===== src/rtl/pcileech_pcie_tx_arbiter.sv =====
// Packet-granular arbiter sharing the 64-bit PCIe core TX stream between NUM_REQ TLP sources.
// A grant is held from a packet's first beat to its last; beats reach the core through a one-beat register.
module pcileech_pcie_tx_arbiter #(
    parameter int NUM_REQ    = 3,
    parameter int PRIO0      = 1,
    parameter int MIN_BUF_AV = 2
) (
    input  logic                  clk_pcie,
    input  logic                  rst,
    input  logic [NUM_REQ*64-1:0] req_data,
    input  logic [NUM_REQ*8-1:0]  req_keep,
    input  logic [NUM_REQ-1:0]    req_last,
    input  logic [NUM_REQ-1:0]    req_valid,
    output logic [NUM_REQ-1:0]    req_ready,
    output logic [63:0]           tx_data,
    output logic [7:0]            tx_keep,
    output logic                  tx_last,
    output logic                  tx_valid,
    input  logic                  tx_ready,
    input  logic [5:0]            tx_buf_av,
    input  logic                  tx_err_drop,
    output logic [2:0]            grant_idx,
    output logic                  busy,
    output logic [15:0]           drop_cnt
);

    localparam logic [0:0] ST_IDLE   = 1'b0;
    localparam logic [0:0] ST_XFER   = 1'b1;
    localparam logic [2:0] GRANT_RST = 3'(NUM_REQ - 1);
    localparam logic [5:0] MIN_AV    = 6'(MIN_BUF_AV);
    localparam logic [3:0] NREQ4     = 4'(NUM_REQ);

    logic [0:0]  state_q, state_d;
    logic [2:0]  grant_idx_q, grant_idx_d;
    logic [63:0] tx_data_q, tx_data_d;
    logic [7:0]  tx_keep_q, tx_keep_d;
    logic        tx_last_q, tx_last_d;
    logic        tx_valid_q, tx_valid_d;
    logic [15:0] drop_cnt_q, drop_cnt_d;

    logic        out_free;
    logic        in_xfer;
    logic        accept;
    logic [63:0] sel_data;
    logic [7:0]  sel_keep;
    logic        sel_last;
    logic        sel_valid;
    logic [7:0]  vld8;
    logic [3:0]  cand;
    logic        win_found;
    logic [2:0]  win_idx;
    logic        arb_go;

    assign in_xfer  = (state_q == ST_XFER);
    assign out_free = !tx_valid_q || tx_ready;
    assign vld8     = 8'(req_valid);

    // Only the granted requester sees ready; the register refills the same cycle it drains.
    always_comb begin
        req_ready = '0;
        for (int i = 0; i < NUM_REQ; i++) begin
            req_ready[i] = in_xfer && (grant_idx_q == 3'(i)) && out_free;
        end
    end

    always_comb begin
        sel_data  = '0;
        sel_keep  = '0;
        sel_last  = 1'b0;
        sel_valid = 1'b0;
        for (int i = 0; i < NUM_REQ; i++) begin
            if (grant_idx_q == 3'(i)) begin
                sel_data  = req_data[64*i +: 64];
                sel_keep  = req_keep[8*i +: 8];
                sel_last  = req_last[i];
                sel_valid = req_valid[i];
            end
        end
    end

    assign accept = in_xfer && sel_valid && out_free;

    // Round-robin search starts one past the last grant and wraps modulo NUM_REQ.
    always_comb begin
        win_found = 1'b0;
        win_idx   = grant_idx_q;
        cand      = '0;
        for (int k = 1; k <= NUM_REQ; k++) begin
            cand = {1'b0, grant_idx_q} + 4'(k);
            if (cand >= NREQ4) begin
                cand = cand - NREQ4;
            end
            if (!win_found && vld8[cand[2:0]]) begin
                win_found = 1'b1;
                win_idx   = cand[2:0];
            end
        end
        if ((PRIO0 != 0) && req_valid[0]) begin
            win_found = 1'b1;
            win_idx   = 3'd0;
        end
    end

    assign arb_go = !in_xfer && (|req_valid) && (tx_buf_av >= MIN_AV) && win_found;

    always_comb begin
        state_d     = state_q;
        grant_idx_d = grant_idx_q;
        case (state_q)
            ST_IDLE: begin
                if (arb_go) begin
                    state_d     = ST_XFER;
                    grant_idx_d = win_idx;
                end
            end
            ST_XFER: begin
                if (accept && sel_last) begin
                    state_d = ST_IDLE;
                end
            end
            default: state_d = ST_IDLE;
        endcase
    end

    always_comb begin
        tx_data_d  = tx_data_q;
        tx_keep_d  = tx_keep_q;
        tx_last_d  = tx_last_q;
        tx_valid_d = tx_valid_q;
        if (accept) begin
            tx_data_d  = sel_data;
            tx_keep_d  = sel_keep;
            tx_last_d  = sel_last;
            tx_valid_d = 1'b1;
        end else if (tx_ready) begin
            tx_valid_d = 1'b0;
        end
    end

    always_comb begin
        drop_cnt_d = drop_cnt_q;
        if (tx_err_drop && (drop_cnt_q != 16'hFFFF)) begin
            drop_cnt_d = drop_cnt_q + 16'd1;
        end
    end

    always_ff @(posedge clk_pcie or posedge rst) begin
        if (rst) begin
            state_q     <= ST_IDLE;
            grant_idx_q <= GRANT_RST;
            tx_data_q   <= '0;
            tx_keep_q   <= '0;
            tx_last_q   <= 1'b0;
            tx_valid_q  <= 1'b0;
            drop_cnt_q  <= '0;
        end else begin
            state_q     <= state_d;
            grant_idx_q <= grant_idx_d;
            tx_data_q   <= tx_data_d;
            tx_keep_q   <= tx_keep_d;
            tx_last_q   <= tx_last_d;
            tx_valid_q  <= tx_valid_d;
            drop_cnt_q  <= drop_cnt_d;
        end
    end

    assign tx_data   = tx_data_q;
    assign tx_keep   = tx_keep_q;
    assign tx_last   = tx_last_q;
    assign tx_valid  = tx_valid_q;
    assign grant_idx = grant_idx_q;
    assign busy      = in_xfer;
    assign drop_cnt  = drop_cnt_q;

endmodule

===== config.mk =====
export PLATFORM = sky130hd
export DESIGN_NAME = pcileech_pcie_tx_arbiter
export DESIGN_NICKNAME = d
export VERILOG_FILES = /design/src/rtl/pcileech_pcie_tx_arbiter.sv
export SDC_FILE = /design/constraint.sdc
export NUM_CORES = 1
export LEC_CHECK = 0
export BUFFER_PORTS_ARGS = -buffer_cell sky130_fd_sc_hd__buf_2
export CORE_ASPECT_RATIO = 0.7
export CORE_MARGIN = 2
export CORE_UTILIZATION = 33
export CTS_CLUSTER_SIZE = 28
export DETAILED_ROUTE_END_ITERATION = 10
export REMOVE_ABC_BUFFERS = 1
export SETUP_SLACK_MARGIN = 0.05
export SYNTH_ARGS = -nofsm -noshare
export SYNTH_HDL_FRONTEND = slang
export SYNTH_SLANG_ARGS = --single-unit

===== constraint.sdc =====
create_clock -name clk_pcie -period 3.1 [get_ports clk_pcie]
set_input_delay 0.155 -clock clk_pcie [delete_from_list [all_inputs] [get_ports clk_pcie]]
set_output_delay 0.155 -clock clk_pcie [all_outputs]
set_load 0.02 [all_outputs]

Yosys cells after proc, flatten, opt, wreduce, memory -nomap -nowiden
Cells that the tools add are included.
- bits in registers: 94
- input bits: 232
- $add $sub $neg: 7
- order comparisons: 7
- eq/ne operators: 3
- mux-type cells: 34
- bitwise gates (word level): 1
- reduce and logical (&&, ||, !) cells: 25
- operators with widths (cell ; count):
    2-to-1 mux 64 bit ; 3
    2-to-1 mux 8 bit ; 3
    2-to-1 mux 3 bit ; 7
    2-to-1 mux 1 bit ; 17
    adder 16 x 1 -> 16 bit, second input constant ; 1
    inequality test 16 bit, second input constant ; 1
    logical AND 1 bit ; 15
    >= comparator 4 x 2 -> 1 bit, second input constant ; 3
    < comparator 3 x 4 -> 1 bit, second input constant ; 3
    binary-select mux 1 bit (select 3 bit) ; 3
    subtractor 3 x 2 -> 3 bit, second input constant ; 3
    adder 3 x 2 -> 4 bit, second input constant ; 2
    >= comparator 6 x 2 -> 1 bit, second input constant ; 1
    adder 3 x 1 -> 4 bit, second input constant ; 1
    zero test 1 bit ; 4
    nonzero test 4 bit ; 1
    == test 3 x 1 -> 1 bit, second input constant ; 1
    == test 3 x 2 -> 1 bit, second input constant ; 1
    zero test 3 bit ; 1
    AND reduction 3 bit ; 1
    OR reduction 3 bit ; 1
    one-hot mux 1 bit (2 select lines) ; 1
    nonzero test 2 bit ; 1
    logical OR 1 bit ; 1
    NOT 1 bit ; 1

Depth between registers and ports, before layout
Gate-level depths: netlist (run 1).
- word-level depth: 16
- gate-level depth with buffers: 12
- gate-level depth less buffers: 9

Least setup slack after synthesis (run 1)
OpenSTA, ideal clock, no wires.
- path type: register -> register
- start: reg grant_idx_q[1] (netlist: grant_idx[1])
- end: reg grant_idx_q[0] (netlist: grant_idx[0])
- setup time: 0.121 ns
- arrival: 2.446 ns
- required time: 2.979 ns
- path slack: 0.533 ns
- stages on the path, launching flop included: 10
- period minus slack after synthesis: 2.567 ns
- path through: dfstp_2 -> inv_1 -> ha_1 -> a211o_1 -> o2111ai_1 -> o41ai_1 -> o31a_1 -> o41ai_4 -> a21oi_1 -> o22a_1
- word-level cells in the longest chain between the ends: 15
- elaborated cells on any way between the ends: 33
- ends and longest elaborated chain (what ; line ; RTL):
    start: declaration ; 34 ; logic [2:0] grant_idx_q, grant_idx_d;
    start signal: assignment ; 158 ; grant_idx_q <= grant_idx_d;
    adder 3 x 1 -> 4 bit ; 89 ; cand = {1'b0, grant_idx_q} + 4'(k);
    >= comparator 4 x 2 -> 1 bit or subtractor 3 x 2 -> 3 bit (tied branches) ; 90, 91 ;
    2-to-1 mux 3 bit ; 90 ; if (cand >= NREQ4) begin
    binary-select mux 1 bit (select 3 bit) ; 93 ; if (!win_found && vld8[cand[2:0]]) begin
    2-to-1 mux 1 bit (not written as such) ; 93 ;
    2-to-1 mux 1 bit ; 93 ;
    zero test 1 bit ; 93 ;
    logical AND 1 bit ; 93 ;
    2-to-1 mux 1 bit ; 93 ;
    zero test 1 bit ; 93 ;
    logical AND 1 bit ; 93 ;
    2-to-1 mux 1 bit ; 93 ;
    2-to-1 mux 1 bit ; 98 ; if ((PRIO0 != 0) && req_valid[0]) begin
    logical AND 1 bit ; 104 ; assign arb_go = !in_xfer && (|req_valid) && (tx_buf_av >= MIN_AV) && win_found;
    AND reduction 3 bit (no source line) ; n/a ;
Parallel ways exist; a longest one is shown, timed or not. The select of a mux whose other input is x is not followed.
A chain may end at the register's enable or synchronous reset.

Worst setup path after layout (run 1)
- start: reg grant_idx_q[0] (netlist: grant_idx[0])
- end: reg grant_idx_q[0] (netlist: grant_idx[0])
The elaborated chain is that of the path after synthesis.

==> flow_metrics.env, run 1 <==
export IMPL_critical_path_slowest_cell="dfrtp_1"
export IMPL_crit_type="reg2reg"
export IMPL_seqCellArea_sq_um=2350
export IMPL_rows=38
export IMPL_gp_congestion=0.891
export IMPL_syn_area_per_cell_sq_um=9.21
export IMPL_slew_headroom_pct=64.3
export IMPL_post_place_ws_ns=0.311
export IMPL_setup_slack_ns=0.227
export IMPL_htree_levels=3
export IMPL_path_clk_slew_ns=0.07
export IMPL_vias=5669
export IMPL_core_area_sq_um=15600
export IMPL_finalHoldViolations=0
export IMPL_die_w_um=156
export IMPL_seq_area_frac_synth_pct=44.1
export IMPL_postPlaceCellArea_sq_um=7220
export IMPL_cts_setup_buffers=0
export IMPL_die_h_um=110
export IMPL_drv_slew=0
export IMPL_antenna_cells=0
export IMPL_grt_max_degree=86
export IMPL_period_needed_ns=2.87
export IMPL_port_buffers=327
export IMPL_finalCritPeriodShare_pct=92.7
export IMPL_fin_tns_setup_ns=0
export IMPL_gr_total_overflow=0
export IMPL_outcome="finished clean"
export IMPL_grt_util_all_layers_pct=19.8
export IMPL_synth_ff_type="dfrtp_1"
export IMPL_ioPinCount=329
export IMPL_post_cts_resized=0
export IMPL_cts_tree="done"
export IMPL_crit_buf_inv=1
export IMPL_crit_cells=9
export IMPL_synth_area_leaders="dfrtp_1 44%, o21ai_0 14%, a221o_1 14%"
export IMPL_yosysUniqueCellTypes=57
export IMPL_min_path_type="in2reg"
export IMPL_numCtsBuffers=9
export IMPL_crit_chain="inv_2 > ha_1 > a211o_1 > o2111ai_1 > o41ai_1 > o31a_1 > o41ai_4 > a21oi_1 > o22a_1"
export IMPL_crit_fanout=9
export IMPL_synth_area_leader_cell="dfrtp_1"
export IMPL_rsz0062_at_grt="false"
export IMPL_leakage_nw=3.81
export IMPL_rr_worst_depth=9
export IMPL_drc_errors=0
export IMPL_syn_area_sq_um=5340
export IMPL_cts_root_buf="clkbuf_16"
export IMPL_dr_first_iter_drc_count=392
export IMPL_fin_nets=1128
export IMPL_fill_cells=1542
export IMPL_grt_pass1_wl_um=26800
export IMPL_cp_end_kind="register"
export IMPL_wl_per_cell_um=16.4
export IMPL_detail_route_antenna_nets=0
export IMPL_start_util_pct=34.1
export IMPL_dieArea_sq_um=17200
export IMPL_synth_edf_count=0
export IMPL_yosys_warnings=0
export IMPL_setup_viol=0
export IMPL_power_density_nw_per_um2=1090
export IMPL_ir_drop_v=0.000606
export IMPL_fin_area_sq_um=7530
export IMPL_worstMarginPinSlew_ns=0.535
export IMPL_maxCapViolCount=0
export IMPL_cts_buffer_depth=2
export IMPL_cts_sinks=94
export IMPL_cts_hold_buf=1
export IMPL_yosysTopAreaCellShare_pct=43.6
export IMPL_drtPass1Iterations=4
export IMPL_hpwl_um=13600
export IMPL_fin_util_pct=48.1
export IMPL_grt_pass1_vias=5087
export IMPL_worst_endpoint_arrival_ns=3.10
export IMPL_skew_ns=0.00909
export IMPL_layout_drive_gt1_share_pct=42.9
export IMPL_critPathTopFamily="compound AO/OA/AOI/OAI gates"
export IMPL_routed_via_density=5.19
export IMPL_multiInputGateArea_sq_um=2780
export IMPL_antenna_found_initial=0
export IMPL_synth_seq_cells=94
export IMPL_clk_latency_ns=0.35
export IMPL_crit_path_start_kind="register"
export IMPL_async_reset_ff_share_pct=100
export IMPL_critical_path_required_ns=3.33
export IMPL_fmax_mhz=348
export IMPL_synth_cells=579
export IMPL_area_growth_pct=41.1
export IMPL_wl_um=17900
export IMPL_max_stage_delay_ns=0.59
export IMPL_hold_depth=3
## cells in the final DEF, fill, tap and decap left out, drive strengths merged, types with 8 or more instances in the layout
cell    count
nand2      90
a21oi       8
clkbuf      9
o21ai     148
xnor2      17
a221o      72
inv        12
dfrtp      93
nor2       15
buf       346
ha          9
## cells in the mapped netlist (2+ instances only)
| library cell | count |
|---|---|
| a221o_1 | 72 |
| nor2_1 | 15 |
| a21oi_1 | 8 |
| and3_1 | 2 |
| ha_1 | 9 |
| buf_2 | 5 |
| nor3_1 | 5 |
| o41ai_1 | 2 |
| nand4_1 | 7 |
| a211o_1 | 2 |
| xnor2_1 | 16 |
| and4_1 | 2 |
| clkbuf_1 | 44 |
| nand2_1 | 90 |
| o21ai_0 | 146 |
| xor2_1 | 5 |
| dfrtp_1 | 93 |
| and2_1 | 2 |
| nand3_1 | 7 |
| a211oi_2 | 3 |
| nand2b_1 | 2 |
| inv_1 | 7 |
## cell families after synthesis
family / count (synthesis) / share of synthesized area [%]
XOR/XNOR: 23 / 4.06
AO/OA/AOI/OAI: 252 / 32.8
adder cells (fa/ha/maj): 9 / 2.11
AND/OR/NAND/NOR: 140 / 11.9
buffers and inverters: 58 / 4.34
multiplexers: 3 / 0.750
flip-flops: 94 / 44.1
## tightest hold or removal path, delay by kind of cell
kind	cells	cell delay, ns
AO/OA/AOI/OAI	2	0.19
buffers and inverters	1	0.07
## sequential cells by signal, indices dropped and copies added (netlist names)
name	cells
tx_data	64
drop_cnt	16
grant_idx	3
busy	1
tx_valid	1
tx_last	1
tx_keep	8
## stage by stage
step                power, mW  std cells  hold slack, ns
floorplan                5.41        529           0.371
global placement         7.10       1075           0.252
detailed placement       7.15       1075           0.251
CTS                      8.30       1092          0.0964
global route             8.94       1092           0.107
finish                   8.23       1092           0.107
## metal layers
| layer | up-vias | wire length, um | GRT usage (%) |
|---|---|---|---|
| li1 | 2791 | - | - |
| met1 | 2622 | 7980 | 26.0 |
| met2 | 234 | 8400 | 32.9 |
| met3 | 22 | 1230 | 4.89 |
| met4 | 0 | 290 | 5.31 |
| met5 | - | 0 | 0 |
## area by class of cell
class / instances / area share, %
repair buffers: 347 / 24.1
flip-flops and latches: 94 / 31.3
well taps: 200 / 3.33
inverters: 8 / 0.432
multi-input cells: 427 / 36.9
clock inverters: 7 / 0.998
clock buffers: 9 / 2.99
## path summary, 6_finish.rpt
check / startpoint / endpoint / slack, ns
max: grant_idx[0]$_DFFE_PP0P_ / grant_idx[0]$_DFFE_PP0P_ / 0.23
min: req_data[177] / tx_data[49]$_DFFE_PP0P_ / 0.11
max reg2reg: grant_idx[0]$_DFFE_PP0P_ / grant_idx[0]$_DFFE_PP0P_ / 0.23
min reg2reg: tx_keep[5]$_DFFE_PP0P_ / tx_keep[5]$_DFFE_PP0P_ / 0.47
max in group asynchronous: rst / grant_idx[1]$_DFFE_PP1P_ / 1.86
min in group asynchronous: rst / tx_data[21]$_DFFE_PP0P_ / 0.43
## where the power goes
| group | internal, mW | switching [mW] | total (mW) | leakage, nW |
|---|---|---|---|---|
| sequential | 1.72 | 0.288 | 2.01 | 1.21 |
| combinational | 1.99 | 3.13 | 5.12 | 2.46 |
| clock | 0.572 | 0.532 | 1.10 | 0.145 |
| total | 4.28 | 3.95 | 8.23 | 3.81 |
Note: power is estimated with default switching activity, not from simulation.
==> run 2: changes to the inputs <==
--- a/config.mk
+++ b/config.mk
@@ -5,12 +5,13 @@
 export SDC_FILE = /design/constraint.sdc
 export NUM_CORES = 1
 export LEC_CHECK = 0
-export BUFFER_PORTS_ARGS = -buffer_cell sky130_fd_sc_hd__buf_2
+export ABC_AREA = 1
 export CORE_ASPECT_RATIO = 0.7
 export CORE_MARGIN = 2
 export CORE_UTILIZATION = 33
 export CTS_CLUSTER_SIZE = 28
 export DETAILED_ROUTE_END_ITERATION = 10
+export DONT_BUFFER_PORTS = 1
 export REMOVE_ABC_BUFFERS = 1
 export SETUP_SLACK_MARGIN = 0.05
 export SYNTH_ARGS = -nofsm -noshare
==> run 2 against run 1 <==
Net effect: via count shrank 14%; sequential power up 37%; clock power grew 10%; critical path depth is 3 higher; count of clock-buffer cells in the layout stayed put; cell count fell by 23%; worst hold slack lost 0.088 ns; synthesized cell count grew 9.3%; utilization shrank 11 points; largest cell class unchanged; cell area down 20%; worst setup slack better by 0.28 ns.
==> flow_metrics.env, run 2 <==
export IMPL_setup_slack_ns=0.503
export IMPL_setup_viol=0
export IMPL_vias=4857
export IMPL_skew_ns=0.00875
export IMPL_crit_type="reg2reg"
export IMPL_finalHoldViolations=0
export IMPL_maxCapViolCount=0
export IMPL_dr_first_iter_drc_count=381
export IMPL_fin_tns_setup_ns=0
export IMPL_synth_area_leader_cell="dfrtp_1"
export IMPL_crit_chain="inv_1 > ha_1 > inv_1 > nand2_1 > xor2_1 > nand3_1 > nand4_1 > nand2_1 > nor2_1 > nand2_1 > nand3_1 > nand2_1"
export IMPL_r2r_end="grant_idx[1]$_DFFE_PP1P_"
export IMPL_grt_pass1_vias=4547
export IMPL_die_h_um=112
export IMPL_synth_area_leaders="dfrtp_1 43%, a221oi_1 12%, o31ai_1 9.9%"
export IMPL_largest_register_ffs=64
export IMPL_synthTopCellsByCount="131 x nand2_1, 93 x dfrtp_1, 92 x nor2_1"
export IMPL_gp_congestion=0.824
export IMPL_drv_slew=0
export IMPL_ir_drop_v=0.000885
export IMPL_worst_endpoint_arrival_ns=2.87
export IMPL_max_stage_delay_ns=0.67
export IMPL_comb_power_share_pct=43.1
export IMPL_syn_area_per_cell_sq_um=8.61
export IMPL_ioPinCount=329
export IMPL_leakage_nw=2.63
export IMPL_crit_buf_inv=2
export IMPL_core_area_sq_um=16200
export IMPL_fin_hold_ws_ns=0.0187
export IMPL_multiInputGateArea_sq_um=2710
export IMPL_power_mw=6.96
export IMPL_seq_area_frac_synth_pct=43.2
export IMPL_period_needed_ns=2.60
export IMPL_clk_latency_ns=0.34
export IMPL_cts_setup_buffers=0
export IMPL_synth_most_common_cell="nand2_1"
export IMPL_numCtsBuffers=9
export IMPL_seqCellArea_sq_um=2350
export IMPL_clkPwrFrac_pct=17.3
export IMPL_critPathTopFamily="simple AND/OR/NAND/NOR gates"
export IMPL_fill_cells=1636
export IMPL_r2r_setup_slack_ns=0.50
export IMPL_yosysUniqueCellTypes=34
export IMPL_cp_end_kind="register"
export IMPL_grt_pass1_wl_um=24300
export IMPL_detail_route_antenna_nets=0
export IMPL_hpwl_um=12100
export IMPL_async_reset_ff_share_pct=100
export IMPL_cts_sinks=94
export IMPL_cts_tree="done"
export IMPL_synth_edf_count=0
export IMPL_rr_worst_depth=12
export IMPL_gr_total_overflow=0
export IMPL_area_growth_pct=10.0
export IMPL_critPathLaunch="grant_idx[1]$_DFFE_PP1P_"
export IMPL_crit_fanout=7
export IMPL_outcome="finished clean"
export IMPL_p_sw_mw=3.44
export IMPL_min_path_type="in2reg"
export IMPL_layout_drive_gt1_share_pct=8.86
export IMPL_synth_seq_cells=94
export IMPL_die_w_um=158
export IMPL_p_int_mw=3.51
export IMPL_finalCritPeriodShare_pct=83.8
export IMPL_htree_levels=3
export IMPL_port_buffers=0
export IMPL_min_delay_start="req_data[159]"
export IMPL_slew_headroom_pct=35.2
export IMPL_start_util_pct=33.5
export IMPL_crit_path_start_kind="register"
export IMPL_crit_cells=12
export IMPL_wl_per_cell_um=18.7
export IMPL_yosysTopAreaCellShare_pct=42.7
export IMPL_fmax_mhz=385
export IMPL_rr_startpoint="grant_idx[1]$_DFFE_PP1P_"
export IMPL_synth_cells=633
export IMPL_antenna_found_initial=0
export IMPL_yosys_warnings=0
export IMPL_grt_util_all_layers_pct=17.5
export IMPL_synth_ff_type="dfrtp_1"
export IMPL_critical_path_required_ns=3.37
export IMPL_dieArea_sq_um=17600
export IMPL_worstMarginPinSlew_ns=0.973
export IMPL_layout_common_cells="130 x nand2_1, 93 x dfrtp_1, 89 x nor2_1, 72 x a221oi_1, 72 x o31ai_1"
export IMPL_drtPass1Iterations=5
export IMPL_pwr_share_seq_pct=39.5
export IMPL_drc_errors=0
export IMPL_post_place_ws_ns=0.567
export IMPL_power_density_nw_per_um2=1160
export IMPL_sw_frac_of_total_pct=49.5
export IMPL_antenna_cells=0
export IMPL_cts_buffer_depth=2
export IMPL_cts_root_buf="clkbuf_16"
export IMPL_routed_via_density=5.74
export IMPL_grt_max_degree=85
export IMPL_path_clk_slew_ns=0.07
export IMPL_syn_area_sq_um=5450
export IMPL_endpoint="grant_idx[1]$_DFFE_PP1P_"
export IMPL_fin_nets=857
export IMPL_crit_path_frequent_cell="nand2_1"
export IMPL_rsz0062_at_grt="false"
export IMPL_wl_um=15900
export IMPL_rows=39
export IMPL_final_common_cell="nand2_1"
export IMPL_critical_path_slowest_cell="dfstp_2"
-- run 2: changes by cell type after synthesis, sizes merged, moves of 8 or more --
cell / change
o21ai: -142
buf: +26
a221o: -71
nand2: +52
nor2: +78
xnor2: -10
a221oi: +72
nand3: +18
inv: +22
clkbuf: -27
o31ai: +71
a21oi: -8
-- run 2: kinds of logic (layout without fill, tap and decap cells) --
group | Yosys count | count (layout) | synth area share [%]
AO/OA/AOI/OAI | 154 | 154 | 22.9
XOR/XNOR | 18 | 18 | 2.89
buffers and inverters | 80 | 68 | 7.60
adder cells (fa/ha/maj) | 9 | 9 | 2.07
AND/OR/NAND/NOR | 278 | 278 | 21.3
flip-flops | 94 | 94 | 43.2
-- run 2: worst min path at each step --
stage,to,slack (ns),depth (start not counted)
after floorplan,busy$_DFF_PP0_,0.30,2
after global placement,tx_keep[6]$_DFFE_PP0P_,0.32,1
after detailed placement,tx_keep[6]$_DFFE_PP0P_,0.34,1
after CTS,tx_data[10]$_DFFE_PP0P_,0.001,2
after global routing,tx_data[28]$_DFFE_PP0P_,0.0005,2
final,tx_data[31]$_DFFE_PP0P_,0.02,2
-- run 2: metrics by stage --
stage	cells	util (%)	instance area, sq um
2_1_floorplan	584	-	5150
3_3_place_gp	821	34.4	5580
3_5_place_dp	821	34.4	5580
4_1_cts	846	36.9	6000
5_1_grt	846	36.9	6000
6_report	846	36.9	6000
-- run 2: timing repair --
action,in CTS,in global routing
resized for setup,0,0
hold buffers,9,0
hold endpoints to repair,84,0
-- run 2: power groups by stage --
| stage | clock (mW) | combinational (mW) | sequential (mW) |
|---|---|---|---|
| 2_1_floorplan | 0 | 2.31 | 2.59 |
| 3_3_place_gp | 0 | 2.82 | 2.78 |
| 3_5_place_dp | 0 | 2.97 | 2.78 |
| 4_1_cts | 1.24 | 2.99 | 2.76 |
| 5_1_grt | 1.30 | 3.38 | 2.81 |
| 6_report | 1.21 | 3.00 | 2.75 |
-- run 2: area by class of cell --
cell class | count | area share, %
inverter | 31 | 2.02
timing repair buffer | 21 | 3.42
tap | 225 | 4.70
clock buffer | 9 | 3.76
clock inverter | 7 | 1.63
sequential | 94 | 39.3
multi-input combinational | 459 | 45.2
-- run 2: metal layers --
layer | up-vias | share of wire, % | track usage (%)
met4 | 0 | 2.3 | 5.70
met5 | - | 0 | 0
li1 | 2240 | - | -
met3 | 28 | 7.8 | 5.33
met2 | 257 | 46 | 28.4
met1 | 2332 | 44 | 22.3
==> run 3: changes to the inputs <==
--- a/config.mk
+++ b/config.mk
@@ -5,7 +5,7 @@
 export SDC_FILE = /design/constraint.sdc
 export NUM_CORES = 1
 export LEC_CHECK = 0
-export ABC_AREA = 1
+export ABC_AREA = 0
 export CORE_ASPECT_RATIO = 0.7
 export CORE_MARGIN = 2
 export CORE_UTILIZATION = 33
==> constraint.sdc (replaced) <==
create_clock -name clk_pcie -period 2.3 [get_ports clk_pcie]
set_input_delay 0.115 -clock clk_pcie [delete_from_list [all_inputs] [get_ports clk_pcie]]
set_output_delay 0.115 -clock clk_pcie [all_outputs]
set_load 0.02 [all_outputs]
==> run 3 against run 2 <==
Net effect: the flow now finishes with violations (negative hold slack, negative setup slack); cell area rose by 23%; via count rose by 7.7%; count of clock-buffer cells in the layout did not move; die area fell by 2.0%; global-route usage rose by 2.0 points; flip-flop and latch count did not move; critical path type unchanged; critical endpoint unchanged; largest cell class unchanged; highest routed layer unchanged.
==> flow_metrics.env, run 3 (same netlist as run 1, synthesis figures left out) <==
export IMPL_worstMarginPinSlew_ns=0.589
export IMPL_crit_type="reg2reg"
export IMPL_rr_worst_depth=10
export IMPL_dieArea_sq_um=17200
export IMPL_rsz0062_at_grt="true"
export IMPL_dr_first_iter_drc_count=349
export IMPL_leakage_nw=3.10
export IMPL_crit_fanout=5
export IMPL_ioPinCount=329
export IMPL_holdPathEnd="tx_data[23]$_DFFE_PP0P_"
export IMPL_failed_checks="negative hold slack, negative setup slack"
export IMPL_grt_util_all_layers_pct=19.5
export IMPL_highest_layer="met4"
export IMPL_die_w_um=156
export IMPL_r2r_setup_slack_ns=-0.26
export IMPL_wl_per_cell_um=23.7
export IMPL_port_buffers=0
export IMPL_drv_slew=0
export IMPL_fin_area_sq_um=7360
export IMPL_setup_slack_ns=-0.260
export IMPL_die_h_um=110
export IMPL_cp_end_kind="register"
export IMPL_postPlaceCellArea_sq_um=5800
export IMPL_layout_drive_gt1_share_pct=26.3
export IMPL_fin_hold_ws_ns=-0.00294
export IMPL_maxCapViolCount=0
export IMPL_gr_total_overflow=0
export IMPL_grt_pass1_wl_um=25600
export IMPL_layout_common_cells="92 x dfrtp_1, 81 x o21ai_0, 72 x a221o_1, 70 x nand2_1, 47 x o21ai_1"
export IMPL_grt_pass1_vias=4664
export IMPL_crit_path_start_kind="register"
export IMPL_htree_levels=3
export IMPL_area_growth_pct=37.9
export IMPL_period_needed_ns=2.56
export IMPL_min_path_type="in2reg"
export IMPL_path_clk_slew_ns=0.07
export IMPL_clk_latency_ns=0.35
export IMPL_core_area_sq_um=15600
export IMPL_fmax_mhz=391
export IMPL_wl_met2_um=10200
export IMPL_min_delay_start="req_data[151]"
export IMPL_rows=38
export IMPL_fin_tns_setup_ns=-1.08
export IMPL_gp_congestion=0.866
export IMPL_drc_errors=0
export IMPL_power_density_nw_per_um2=1840
export IMPL_slew_headroom_pct=60.7
export IMPL_start_util_pct=34.1
export IMPL_setup_viol=18
export IMPL_r2r_end="grant_idx[1]$_DFFE_PP1P_"
export IMPL_outcome="finished with violations"
export IMPL_cts_buffer_depth=2
export IMPL_antenna_cells=0
export IMPL_cts_sinks=94
export IMPL_final_common_cell="dfrtp_1"
export IMPL_detail_route_antenna_nets=0
export IMPL_ir_drop_v=0.00105
export IMPL_antenna_found_initial=0
export IMPL_skew_ns=0.00995
export IMPL_critical_path_required_ns=2.57
export IMPL_numCtsBuffers=9
export IMPL_hpwl_um=12200
export IMPL_wl_met1_um=8540
export IMPL_cts_tree="done"
export IMPL_cts_root_buf="clkbuf_16"
export IMPL_drtPass1Iterations=4
export IMPL_largest_register_ffs=64
export IMPL_finalHoldViolations=1
export IMPL_rr_startpoint="grant_idx[1]$_DFFE_PP1P_"
export IMPL_worst_endpoint_arrival_ns=2.83
export IMPL_routed_via_density=6.12
export IMPL_wl_met3_um=1260
export IMPL_hold_depth=2
export IMPL_grt_max_degree=46
export IMPL_finalCritPeriodShare_pct=111
export IMPL_wl_um=20300
export IMPL_power_mw=13.6
export IMPL_vias=5233
export IMPL_fin_nets=891
-- run 3: cell types whose count changed in the layout (fill, tap and decap cells not counted), sizes merged, moves of 52 or more --
cell and change:
buf +56, a221o +71, o21ai +142, nand2 -52, o31ai -71, a221oi -72
nor2 -78
-- run 3: what timing repair did --
action                     in CTS  in global routing
hold buffers                   25                  5
buffers inserted                4                 11
pin swaps                       3                 21
setup endpoints to repair      78                 78
resized for setup              30                129
hold endpoints to repair       67                  5
cloned                          3                 19
-- run 3: how the worst max path moves through the flow --
stage                              from                       end
3_3_place_gp   grant_idx[0]$_DFFE_PP0P_  grant_idx[0]$_DFFE_PP0P_
4_1_cts        grant_idx[1]$_DFFE_PP1P_  grant_idx[0]$_DFFE_PP0P_
2_1_floorplan  grant_idx[0]$_DFFE_PP0P_            busy$_DFF_PP0_
6_report       grant_idx[1]$_DFFE_PP1P_  grant_idx[1]$_DFFE_PP1P_
3_5_place_dp   grant_idx[1]$_DFFE_PP1P_  grant_idx[0]$_DFFE_PP0P_
5_1_grt        grant_idx[1]$_DFFE_PP1P_  grant_idx[0]$_DFFE_PP0P_
-- run 3: cell type report --
cell class | instances | area, sq um
flip-flops and latches | 94 | 2350
inverters | 8 | 37.5
clock inverters | 7 | 60.1
clock buffers | 9 | 225
fillers | 1427 | 8290
multi-input cells | 427 | 3050
repair buffers | 110 | 1380
well taps | 200 | 250
-- run 3: per-stage QoR --
stage / hold slack [ns] / std cells / util (%) / worst slack [ns]
after detailed placement: 0.0991 / 773 / 37.1 / -0.292
final: -0.00294 / 855 / 47.0 / -0.260
after floorplan: 0.331 / 529 / - / -3.15
after CTS: 0.00251 / 821 / 42.2 / -0.276
after global routing: 0.00208 / 855 / 47.0 / -0.347
after global placement: 0.0940 / 773 / 37.1 / -0.218
-- run 3: per-layer routing --
layer	vias to the layer above	track usage, %
li1	2321	-
met1	2631	24.1
met2	263	34.4
met3	18	4.46
met4	0	5.70
met5	-	0
-- run 3: power by group --
group | total, mW | switching (mW) | internal [mW]
sequential | 3.61 | 1.30 | 2.31
combinational | 8.48 | 4.37 | 4.11
clock | 1.46 | 0.709 | 0.749
total | 13.6 | 6.38 | 7.17
-- run 3: worst max-delay path: stages (launching register included) --
cell,delay (ns)
dfstp_2,0.57
inv_4,0.06
buf_4,0.14
ha_1,0.24
nand2b_4,0.10
mux2_4,0.33
mux2i_4,0.21
o21ai_4,0.24
nor2_1,0.09
a211o_1,0.29
a22o_1,0.21
